`config.mk`:
```
export PLATFORM = sky130hd
export DESIGN_NAME = sync_fifo
export DESIGN_NICKNAME = d
export VERILOG_FILES = /design/src/rtl/fifo_pkg.sv /design/src/rtl/sync_fifo_mem.sv /design/src/rtl/sync_fifo.sv
export SDC_FILE = /design/constraint.sdc
export NUM_CORES = 1
export LEC_CHECK = 0
export CORE_MARGIN = 2
export CORE_UTILIZATION = 35
export DETAILED_ROUTE_END_ITERATION = 7
export GPL_ROUTABILITY_DRIVEN = 0
export PLACE_DENSITY = 0.49
export SETUP_SLACK_MARGIN = 0.5
export SLEW_MARGIN = 25
export SYNTH_ARGS = -nofsm -noshare
export SYNTH_HDL_FRONTEND = slang
export SYNTH_SLANG_ARGS = --single-unit
```
`constraint.sdc`:
```
create_clock -name clk -period 2.36 [get_ports clk]
set_clock_uncertainty 0.15 [all_clocks]
set_input_delay 0.59 -clock clk [delete_from_list [all_inputs] [get_ports clk]]
set_output_delay 0.59 -clock clk [all_outputs]
set_load 0.02 [all_outputs]
```
`src/rtl/fifo_pkg.sv`:
```
// Shared helpers for the FIFO family: mode constants, log2 and parameter legality checks.
package fifo_pkg;

   localparam string FIFO_MODE_FWFT = "TRUE";

   function automatic int unsigned clog2(input int unsigned v);
      int unsigned r;
      r = 0;
      if (v > 1) begin
         for (int unsigned x = v - 1; x != 0; x = x >> 1) r++;
      end
      return r;
   endfunction

   function automatic bit afull_lvl_ok(input int unsigned lvl, input int unsigned depth);
      return (lvl >= 1) && (lvl <= depth);
   endfunction

   function automatic bit aempty_lvl_ok(input int unsigned lvl, input int unsigned depth);
      return lvl <= (depth - 1);
   endfunction

endpackage

```
`src/rtl/sync_fifo_mem.sv`:
```
// DEPTH x DATASIZE storage with one write port and a read port that is either
// combinational (fall-through) or registered with a read enable.
module sync_fifo_mem
   import fifo_pkg::*;
#(
   parameter int unsigned DATASIZE = 8,
   parameter int unsigned DEPTH    = 16,
   parameter bit          FWFT     = 1'b1
) (
   input  logic                        clk,
   input  logic                        rst_n,
   input  logic                        we_i,
   input  logic [clog2(DEPTH)-1:0]     waddr_i,
   input  logic [DATASIZE-1:0]         wdata_i,
   input  logic                        re_i,
   input  logic [clog2(DEPTH)-1:0]     raddr_i,
   output logic [DATASIZE-1:0]         rdata_o
);

   logic [DATASIZE-1:0] mem_q [DEPTH];
   logic [DATASIZE-1:0] rdata_q;

   // Storage is intentionally not reset.
   always_ff @(posedge clk) begin
      if (we_i) mem_q[waddr_i] <= wdata_i;
   end

   always_ff @(posedge clk or negedge rst_n) begin
      if (!rst_n)    rdata_q <= '0;
      else if (re_i) rdata_q <= mem_q[raddr_i];
   end

   assign rdata_o = FWFT ? mem_q[raddr_i] : rdata_q;

endmodule

```
`src/rtl/sync_fifo.sv`:
```
// Single-clock FIFO: pointers, occupancy counter, registered status flags and
// sticky overflow/underflow tracking around the sync_fifo_mem storage.
module sync_fifo
   import fifo_pkg::*;
#(
   parameter int unsigned DATASIZE    = 8,
   parameter int unsigned ADDRSIZE    = 4,
   parameter string       FALLTHROUGH = FIFO_MODE_FWFT,
   parameter int unsigned AFULL_LVL   = (1 << ADDRSIZE) - 1,
   parameter int unsigned AEMPTY_LVL  = 1
) (
   input  logic                  clk,
   input  logic                  rst_n,
   input  logic                  winc,
   input  logic [DATASIZE-1:0]   wdata,
   output logic                  wfull,
   output logic                  awfull,
   input  logic                  rinc,
   output logic [DATASIZE-1:0]   rdata,
   output logic                  rempty,
   output logic                  arempty,
   output logic [ADDRSIZE:0]     count,
   output logic                  overflow,
   output logic                  underflow,
   input  logic                  clr_err
);

   localparam int unsigned DEPTH = 1 << ADDRSIZE;
   localparam int unsigned CW    = ADDRSIZE + 1;
   localparam bit          FWFT  = (FALLTHROUGH == FIFO_MODE_FWFT);

   if (DATASIZE < 1 || ADDRSIZE < 1) begin : g_bad_size
      $error("sync_fifo: DATASIZE and ADDRSIZE must be >= 1");
   end
   if (!afull_lvl_ok(AFULL_LVL, DEPTH)) begin : g_bad_afull
      $error("sync_fifo: AFULL_LVL must lie in 1..DEPTH");
   end
   if (!aempty_lvl_ok(AEMPTY_LVL, DEPTH)) begin : g_bad_aempty
      $error("sync_fifo: AEMPTY_LVL must lie in 0..DEPTH-1");
   end

   logic [ADDRSIZE-1:0] wptr_q, wptr_d;
   logic [ADDRSIZE-1:0] rptr_q, rptr_d;
   logic [CW-1:0]       count_q, count_d;
   logic                wfull_q, wfull_d;
   logic                awfull_q, awfull_d;
   logic                rempty_q, rempty_d;
   logic                arempty_q, arempty_d;
   logic                overflow_q, overflow_d;
   logic                underflow_q, underflow_d;
   logic                wen, ren;

   // Flags are derived from the next count so they move on the same edge as count.
   always_comb begin
      wen         = winc & ~wfull_q;
      ren         = rinc & ~rempty_q;
      wptr_d      = wptr_q + ADDRSIZE'(wen);
      rptr_d      = rptr_q + ADDRSIZE'(ren);
      count_d     = count_q + CW'(wen) - CW'(ren);
      wfull_d     = (count_d == CW'(DEPTH));
      awfull_d    = (count_d >= CW'(AFULL_LVL));
      rempty_d    = (count_d == '0);
      arempty_d   = (count_d <= CW'(AEMPTY_LVL));
      // A new error in the same cycle as clr_err keeps the flag set.
      overflow_d  = (winc & wfull_q)  | (overflow_q  & ~clr_err);
      underflow_d = (rinc & rempty_q) | (underflow_q & ~clr_err);
   end

   always_ff @(posedge clk or negedge rst_n) begin
      if (!rst_n) begin
         wptr_q      <= '0;
         rptr_q      <= '0;
         count_q     <= '0;
         wfull_q     <= 1'b0;
         awfull_q    <= 1'b0;
         rempty_q    <= 1'b1;
         arempty_q   <= 1'b1;
         overflow_q  <= 1'b0;
         underflow_q <= 1'b0;
      end else begin
         wptr_q      <= wptr_d;
         rptr_q      <= rptr_d;
         count_q     <= count_d;
         wfull_q     <= wfull_d;
         awfull_q    <= awfull_d;
         rempty_q    <= rempty_d;
         arempty_q   <= arempty_d;
         overflow_q  <= overflow_d;
         underflow_q <= underflow_d;
      end
   end

   sync_fifo_mem #(
      .DATASIZE (DATASIZE),
      .DEPTH    (DEPTH),
      .FWFT     (FWFT)
   ) u_mem (
      .clk     (clk),
      .rst_n   (rst_n),
      .we_i    (wen),
      .waddr_i (wptr_q),
      .wdata_i (wdata),
      .re_i    (ren),
      .raddr_i (rptr_q),
      .rdata_o (rdata)
   );

   assign wfull     = wfull_q;
   assign awfull    = awfull_q;
   assign rempty    = rempty_q;
   assign arempty   = arempty_q;
   assign count     = count_q;
   assign overflow  = overflow_q;
   assign underflow = underflow_q;

endmodule

```
Word level (Yosys, flattened, before mapping)
Memories as Yosys holds them, arrays and structs flattened.
Cells that the tools add are included.
Storage, ports and cells
  flip-flop bits (word level): 19
  latch bits: 0
  bits in writable memories: 128
  ROM bits: 0
  input port bits: 13
  output and inout port bits: 19
  logic and storage cells: 31
  memories: 1
Memory list
  u_mem.mem_q: depth 16, width 8, read ports 1, clocked after memory_dff 0, wr ports 1, line sync_fifo_mem.sv:20  | logic [DATASIZE-1:0] mem_q [DEPTH];
Operators by class
  add/sub/neg operators: 4
  multiply operators: 0
  div/mod/pow operators: 0
  $lt $le $gt $ge: 2
  eq/ne operators: 1
  shift-type cells: 0
  multiplexer cells: 2
  bitwise gates (word level): 11
  reductions and logical operators: 1
Operators with widths (number)
  $add 4x1->4: 2
  $and 1x1->1: 6
  $add 5x1->5: 1
  $eq 5x5->1 const B: 1
  $ge 5x4->1 const B: 1
  $le 5x1->1 const B: 1
  $logic_not 5->1: 1
  $sub 5x1->5: 1
  $not 1->1: 3
  $mux 1: 2
  $or 1x1->1: 2

Depth between registers and ports, before layout
  depth after elaboration: 5
  depth in mapped cells: 8
  gate-level depth less buffers: 8

Hierarchy
Synthesis repeated with hierarchy kept, for this count alone.
Unflattened totals
  cell total of the unflattened synthesis: 283
  area, all modules: 5833.1 um^2
By module, submodules not included
  sync_fifo_mem: instances 1, cells an instance 221, area an instance 4987.3 um^2, sequential area each 3843.7 um^2
  sync_fifo: instances 1, cells an instance 62, area an instance 845.8 um^2, sequential area each 478.0 um^2

Worst setup path before layout
No wires, ideal clock.
  kind: input to register
  start: input rinc
  end: register wfull_q, in the netlist wfull
  library setup time: 0.068 ns
  arrival: 2.291 ns
  required time: 2.142 ns
  path slack: -0.150 ns
  cell stages on the path: 8
  path buffers: 0
  cell sequence: nor2b_1 xnor2_1 ha_1 fa_1 a21o_1 a21oi_1 xnor2_1 and4bb_1
Between the ends
  cells in the longest elaborated chain, start to end: 3
RTL lines
  start: declaration: line sync_fifo.sv:18  | input logic rinc,
  $and 1x1->1: line sync_fifo.sv:56  | ren = rinc & ~rempty_q;
  $sub 5x1->5: line sync_fifo.sv:59  | count_d = count_q + CW'(wen) - CW'(ren);
  net count_d[4]: line sync_fifo.sv:44  | logic [CW-1:0] count_q, count_d;
  $eq 5x5->1: line sync_fifo.sv:60  | wfull_d = (count_d == CW'(DEPTH));
  net wfull_d: line sync_fifo.sv:45  | logic wfull_q, wfull_d;
  end signal: assignment: line sync_fifo.sv:84  | wfull_q <= wfull_d;
  end: declaration: line sync_fifo.sv:45
The timed path passes the listed nets, and every way through them passes these cells.

Final worst setup path
  start: register rptr_q[0]
  end: output rdata[7]
Between the ends
  cells in the longest elaborated chain, start to end: 1
RTL lines
  start: declaration: line sync_fifo.sv:43  | logic [ADDRSIZE-1:0] rptr_q, rptr_d;
  start signal: assignment: line sync_fifo.sv:82  | rptr_q <= rptr_d;
  $mem_v2 16x8
  end: declaration: line sync_fifo.sv:19  | output logic [DATASIZE-1:0] rdata,
Every way passes these cells.

==> metrics.txt <==
# TYPE chip_impl_metric gauge
chip_impl_metric{name="placeableCoreArea",unit="um2"} 16580
chip_impl_metric{name="fmax",unit="MHz"} 352.3
chip_impl_metric{name="number_of_maximum_capacitance_constraint_violations",unit=""} 0
chip_impl_metric{name="p_clk_frac",unit=""} 0.234
chip_impl_metric{name="period_minus_slack",unit="ns"} 2.838
chip_impl_metric{name="die_extent_in_y",unit="um"} 134.1
chip_impl_metric{name="n_antenna_cell",unit=""} 0
chip_impl_info{name="synth_top_area_cell",value="sky130_fd_sc_hd__edfxtp_1"} 1
chip_impl_info{name="setup.worst_path.class",value="reg2out"} 1
chip_impl_metric{name="report.final.slew_viol_count",unit=""} 0
chip_impl_metric{name="post_drt_wl_per_cell",unit="um"} 20.26
chip_impl_metric{name="switchingPower",unit="mW"} 3.967
chip_impl_metric{name="layout-drive-gt1-share",unit=""} 0.4439
chip_impl_metric{name="number_of_synthesized_flops_with_an_enable_pin",unit=""} 128
chip_impl_metric{name="aggregate_global_route_resource_usage",unit=""} 0.1576
chip_impl_metric{name="number_of_design_rule_violations_left_after_detail_routing",unit=""} 0
chip_impl_metric{name="cts-buffers-inserted",unit=""} 17
chip_impl_metric{name="p_comb_frac",unit=""} 0.470
chip_impl_info{name="worstSetupEndpointType",value="output pin"} 1
chip_impl_metric{name="setup_viol_count_final",unit=""} 8
chip_impl_metric{name="place.port_buffers",unit=""} 31
chip_impl_info{name="violations",value="negative setup slack"} 1
chip_impl_metric{name="start_util",unit=""} 0.3571
chip_impl_metric{name="num_vias",unit=""} 3196
chip_impl_metric{name="crit_fanout",unit=""} 8
chip_impl_metric{name="mappedNetlistNets",unit=""} 341
chip_impl_metric{name="worst-r2r-setup-slack",unit="ns"} 0.07
chip_impl_metric{name="tritonroute_pass_1_iters",unit=""} 4
chip_impl_metric{name="clock_sinks",unit=""} 147
chip_impl_info{name="timing.rr.start",value="rempty"} 1
chip_impl_metric{name="clock_insertion_delay_worst_skew",unit="ns"} 0.42
chip_impl_metric{name="route.met3.wl",unit="um"} 381
chip_impl_metric{name="met2WireLength",unit="um"} 6238
chip_impl_info{name="highest-signal-layer",value="met4"} 1
chip_impl_metric{name="cts_buffer_depth",unit=""} 2
chip_impl_info{name="result_of_the_run",value="finished, violations left"} 1
chip_impl_info{name="cts.root.buffer_cell",value="sky130_fd_sc_hd__clkbuf_16"} 1
chip_impl_metric{name="globalRouteOverflowTotal",unit=""} 0
chip_impl_metric{name="ir_drop",unit="mV"} 1.124
chip_impl_metric{name="via_count_of_the_first_global_routing_pass",unit=""} 3277
chip_impl_metric{name="powerDensity",unit="nW/um2"} 1443
chip_impl_metric{name="power.static_leakage",unit="nW"} 2.883
chip_impl_info{name="path_class_of_the_lowest_slack_min_delay_path",value="in2async"} 1
chip_impl_metric{name="vias_per_cell",unit=""} 4.932
chip_impl_info{name="rsz0062_at_grt",value="true"} 1
chip_impl_metric{name="rows",unit=""} 47
chip_impl_metric{name="share_of_async_settable_or_async_resettable_flops_after_synthesis",unit=""} 0.1293
chip_impl_metric{name="slew-limit-headroom",unit=""} 0.5507
chip_impl_metric{name="synth_seq_area_share",unit=""} 0.7298
chip_impl_metric{name="synth.yosys.warnings",unit=""} 0
chip_impl_info{name="critical_path.reg2reg.endpoint",value="wfull"} 1
chip_impl_metric{name="die_x",unit="um"} 134.1
chip_impl_metric{name="synthCells",unit=""} 320
chip_impl_info{name="synthTopCellsByArea",value="sky130_fd_sc_hd__edfxtp_1, sky130_fd_sc_hd__dfrtp_1, sky130_fd_sc_hd__mux4_2"} 1
chip_impl_metric{name="timing.reg2reg.worst_path_depth",unit=""} 8
chip_impl_metric{name="largest_net_degree_at_the_start_of_global_routing",unit=""} 20
chip_impl_metric{name="drt_wl_total",unit="um"} 13130
chip_impl_metric{name="syn_area",unit="um2"} 5922
chip_impl_metric{name="timing.final.ws_setup",unit="ns"} -0.4783
chip_impl_metric{name="initial_antenna_violation_count",unit=""} 0
chip_impl_metric{name="antenna_violating_nets_post_route",unit=""} 0
chip_impl_metric{name="cts_hold_repair.buffers",unit=""} 0
chip_impl_metric{name="final_core_utilization",unit=""} 0.4869
chip_impl_info{name="setup.worst_path.start_class",value="flop"} 1
chip_impl_metric{name="final_nets",unit=""} 436
chip_impl_metric{name="power_frac_seq",unit=""} 0.297
chip_impl_metric{name="clkSlewWorstSetupHoldPaths",unit="ns"} 0.06
chip_impl_metric{name="final-hold-violation-count",unit=""} 0
chip_impl_metric{name="worst-endpoint-required",unit="ns"} 1.62
chip_impl_metric{name="floorplan.die_area",unit="um2"} 17980
chip_impl_metric{name="met1Wirelength",unit="um"} 6294
chip_impl_metric{name="detailed_place_hpwl",unit="um"} 8444
chip_impl_metric{name="fin_crit_sh",unit=""} 1.203
chip_impl_metric{name="max_slew.worst_pin.slew",unit="ns"} 0.6719
chip_impl_metric{name="post-route-cell-area",unit="um2"} 8074
chip_impl_metric{name="critical_path_arrival",unit="ns"} 2.10
chip_impl_metric{name="placed_cell_area",unit="um2"} 7164
chip_impl_metric{name="final-instance-count-excl-fill",unit=""} 648
chip_impl_metric{name="ctsHtreeMaxLevel",unit=""} 4
chip_impl_metric{name="placed_cells_incl_taps",unit=""} 604
chip_impl_metric{name="power.share.switching",unit=""} 0.3406
chip_impl_metric{name="cell_internal_pwr",unit="mW"} 7.681
chip_impl_metric{name="syn_avg_cell_area",unit="um2"} 18.51
chip_impl_metric{name="drt_iter0_drc",unit=""} 161
chip_impl_metric{name="grt_first_pass_wirelength",unit="um"} 20150
chip_impl_metric{name="synth-seq-cells",unit=""} 147
chip_impl_metric{name="synthToLayoutAreaGrowth",unit="%"} 36.34
chip_impl_metric{name="power",unit="mW"} 11.65
chip_impl_metric{name="yosys.cell_types.count",unit=""} 34
chip_impl_metric{name="floorplan.io_pins",unit=""} 32
chip_impl_metric{name="synth.top_cell.area_share",unit=""} 0.6491
chip_impl_info{name="ys_dominant_reg_cell",value="sky130_fd_sc_hd__edfxtp_1"} 1
chip_impl_info{name="cts_tree",value="done"} 1
[worst max-delay path, cell delays in order (launching register included)]
cell                      delay, ns
sky130_fd_sc_hd__dfrtp_2       0.37
sky130_fd_sc_hd__buf_12        0.15
sky130_fd_sc_hd__buf_12        0.11
sky130_fd_sc_hd__buf_16        0.13
sky130_fd_sc_hd__mux4_2        0.54
sky130_fd_sc_hd__a22oi_2       0.15
sky130_fd_sc_hd__nand2_2       0.08
sky130_fd_sc_hd__buf_2         0.16
[placed cells by master (no fill, tap or decap), types with 8 or more instances in the layout]
| cell type | n |
|---|---|
| sky130_fd_sc_hd__edfxtp_1 | 128 |
| sky130_fd_sc_hd__buf_4 | 33 |
| sky130_fd_sc_hd__mux2i_1 | 26 |
| sky130_fd_sc_hd__clkbuf_16 | 18 |
| sky130_fd_sc_hd__mux4_2 | 16 |
| sky130_fd_sc_hd__dfrtp_1 | 16 |
| sky130_fd_sc_hd__buf_6 | 16 |
| sky130_fd_sc_hd__buf_12 | 14 |
| sky130_fd_sc_hd__nor2_1 | 11 |
| sky130_fd_sc_hd__clkdlybuf4s50_1 | 10 |
| sky130_fd_sc_hd__a221oi_4 | 9 |
| sky130_fd_sc_hd__a22oi_2 | 8 |
| sky130_fd_sc_hd__nand2_2 | 8 |
[cell type report]
class                   count  area [um2]
clock buffers              21       440.4
clock inverters            11       152.6
fillers                  1428        8509
inverters                   7       28.78
multi-input cells         151        1838
flip-flops and latches    147        4323
well taps                 220       275.3
repair buffers             91        1016
[layer usage]
layer	vias to the layer above	track usage
li1	1473	-
met1	1662	0.2258
met2	42	0.2333
met3	19	0.03590
met4	0	0.06491
met5	-	0
[registers in the layout, indices dropped and copies added (netlist names)]
register	cells
rempty	1
count	5
u_mem.mem_q	128
wptr_q	4
awfull	1
arempty	1
overflow	1
underflow	1
rptr_q	4
wfull	1
[cell families (layout without fill, tap and decap cells)]
family / count (synthesis) / in the layout / synth area share
flops: 147 / 147 / 0.7298
mux: 48 / 48 / 0.1149
simple gates: 46 / 46 / 0.03719
compound gates: 39 / 39 / 0.05768
buf+inv: 22 / 130 / 0.02747
xor+xnor: 10 / 10 / 0.01479
fa+ha+maj: 8 / 8 / 0.01817
[per-stage QoR]
| step | TNS [ns] | setup slack [ns] | hold slack (ns) |
|---|---|---|---|
| 2_1_floorplan | 0 | 0.08113 | 0.1444 |
| 3_3_place_gp | -14.04 | -0.4815 | 0.3574 |
| 3_5_place_dp | -16.42 | -0.5226 | 0.3562 |
| 4_1_cts | -4.751 | -0.6171 | 0.3616 |
| 5_1_grt | -4.303 | -0.5443 | 0.3881 |
| 6_report | -3.660 | -0.4783 | 0.3657 |
[synthesized netlist by cell type, types with 3 or more instances]
| cell | n |
|---|---|
| sky130_fd_sc_hd__a221oi_1 | 7 |
| sky130_fd_sc_hd__dfrtp_1 | 17 |
| sky130_fd_sc_hd__mux4_2 | 16 |
| sky130_fd_sc_hd__inv_1 | 7 |
| sky130_fd_sc_hd__edfxtp_1 | 128 |
| sky130_fd_sc_hd__buf_6 | 8 |
| sky130_fd_sc_hd__nor2_1 | 14 |
| sky130_fd_sc_hd__a22oi_1 | 8 |
| sky130_fd_sc_hd__nand2b_1 | 3 |
| sky130_fd_sc_hd__mux2i_1 | 32 |
| sky130_fd_sc_hd__o21ai_0 | 10 |
| sky130_fd_sc_hd__xnor2_1 | 6 |
| sky130_fd_sc_hd__xor2_1 | 4 |
| sky130_fd_sc_hd__clkbuf_1 | 3 |
| sky130_fd_sc_hd__nor3_1 | 4 |
| sky130_fd_sc_hd__a221oi_2 | 9 |
| sky130_fd_sc_hd__ha_1 | 7 |
| sky130_fd_sc_hd__nand2_1 | 14 |
[worst max-delay path by stage]
stage | start | to | slack, ns | depth (start not counted)
after global placement | rptr_q[0] | rdata[3] | -0.48 | 7
after detailed placement | winc | arempty | -0.52 | 9
final | rptr_q[0] | rdata[7] | -0.48 | 7
after CTS | rptr_q[0] | rdata[5] | -0.62 | 6
after global routing | rptr_q[0] | rdata[7] | -0.54 | 7
after floorplan | rinc | wfull | 0.08 | 8
[power by group through the flow]
stage / Sequential, mW / Combinational [mW] / Clock (mW)
global placement: 3.50 / 4.76 / 0
detailed placement: 3.52 / 4.79 / 0
CTS: 3.49 / 5.32 / 2.78
global route: 3.49 / 5.84 / 2.91
finish: 3.45 / 5.47 / 2.72
floorplan: 3.52 / 3.05 / 0
[timing repair]
item | CTS | global route
setup endpoints to repair | 135 | 76
endpoints found under the hold margin | 0 | 0
pin swaps | 20 | 18
cloned | 3 | 0
resized for setup | 97 | 24
setup buffers | 8 | 1
No activity file was read; power rests on OpenSTA's default activity.
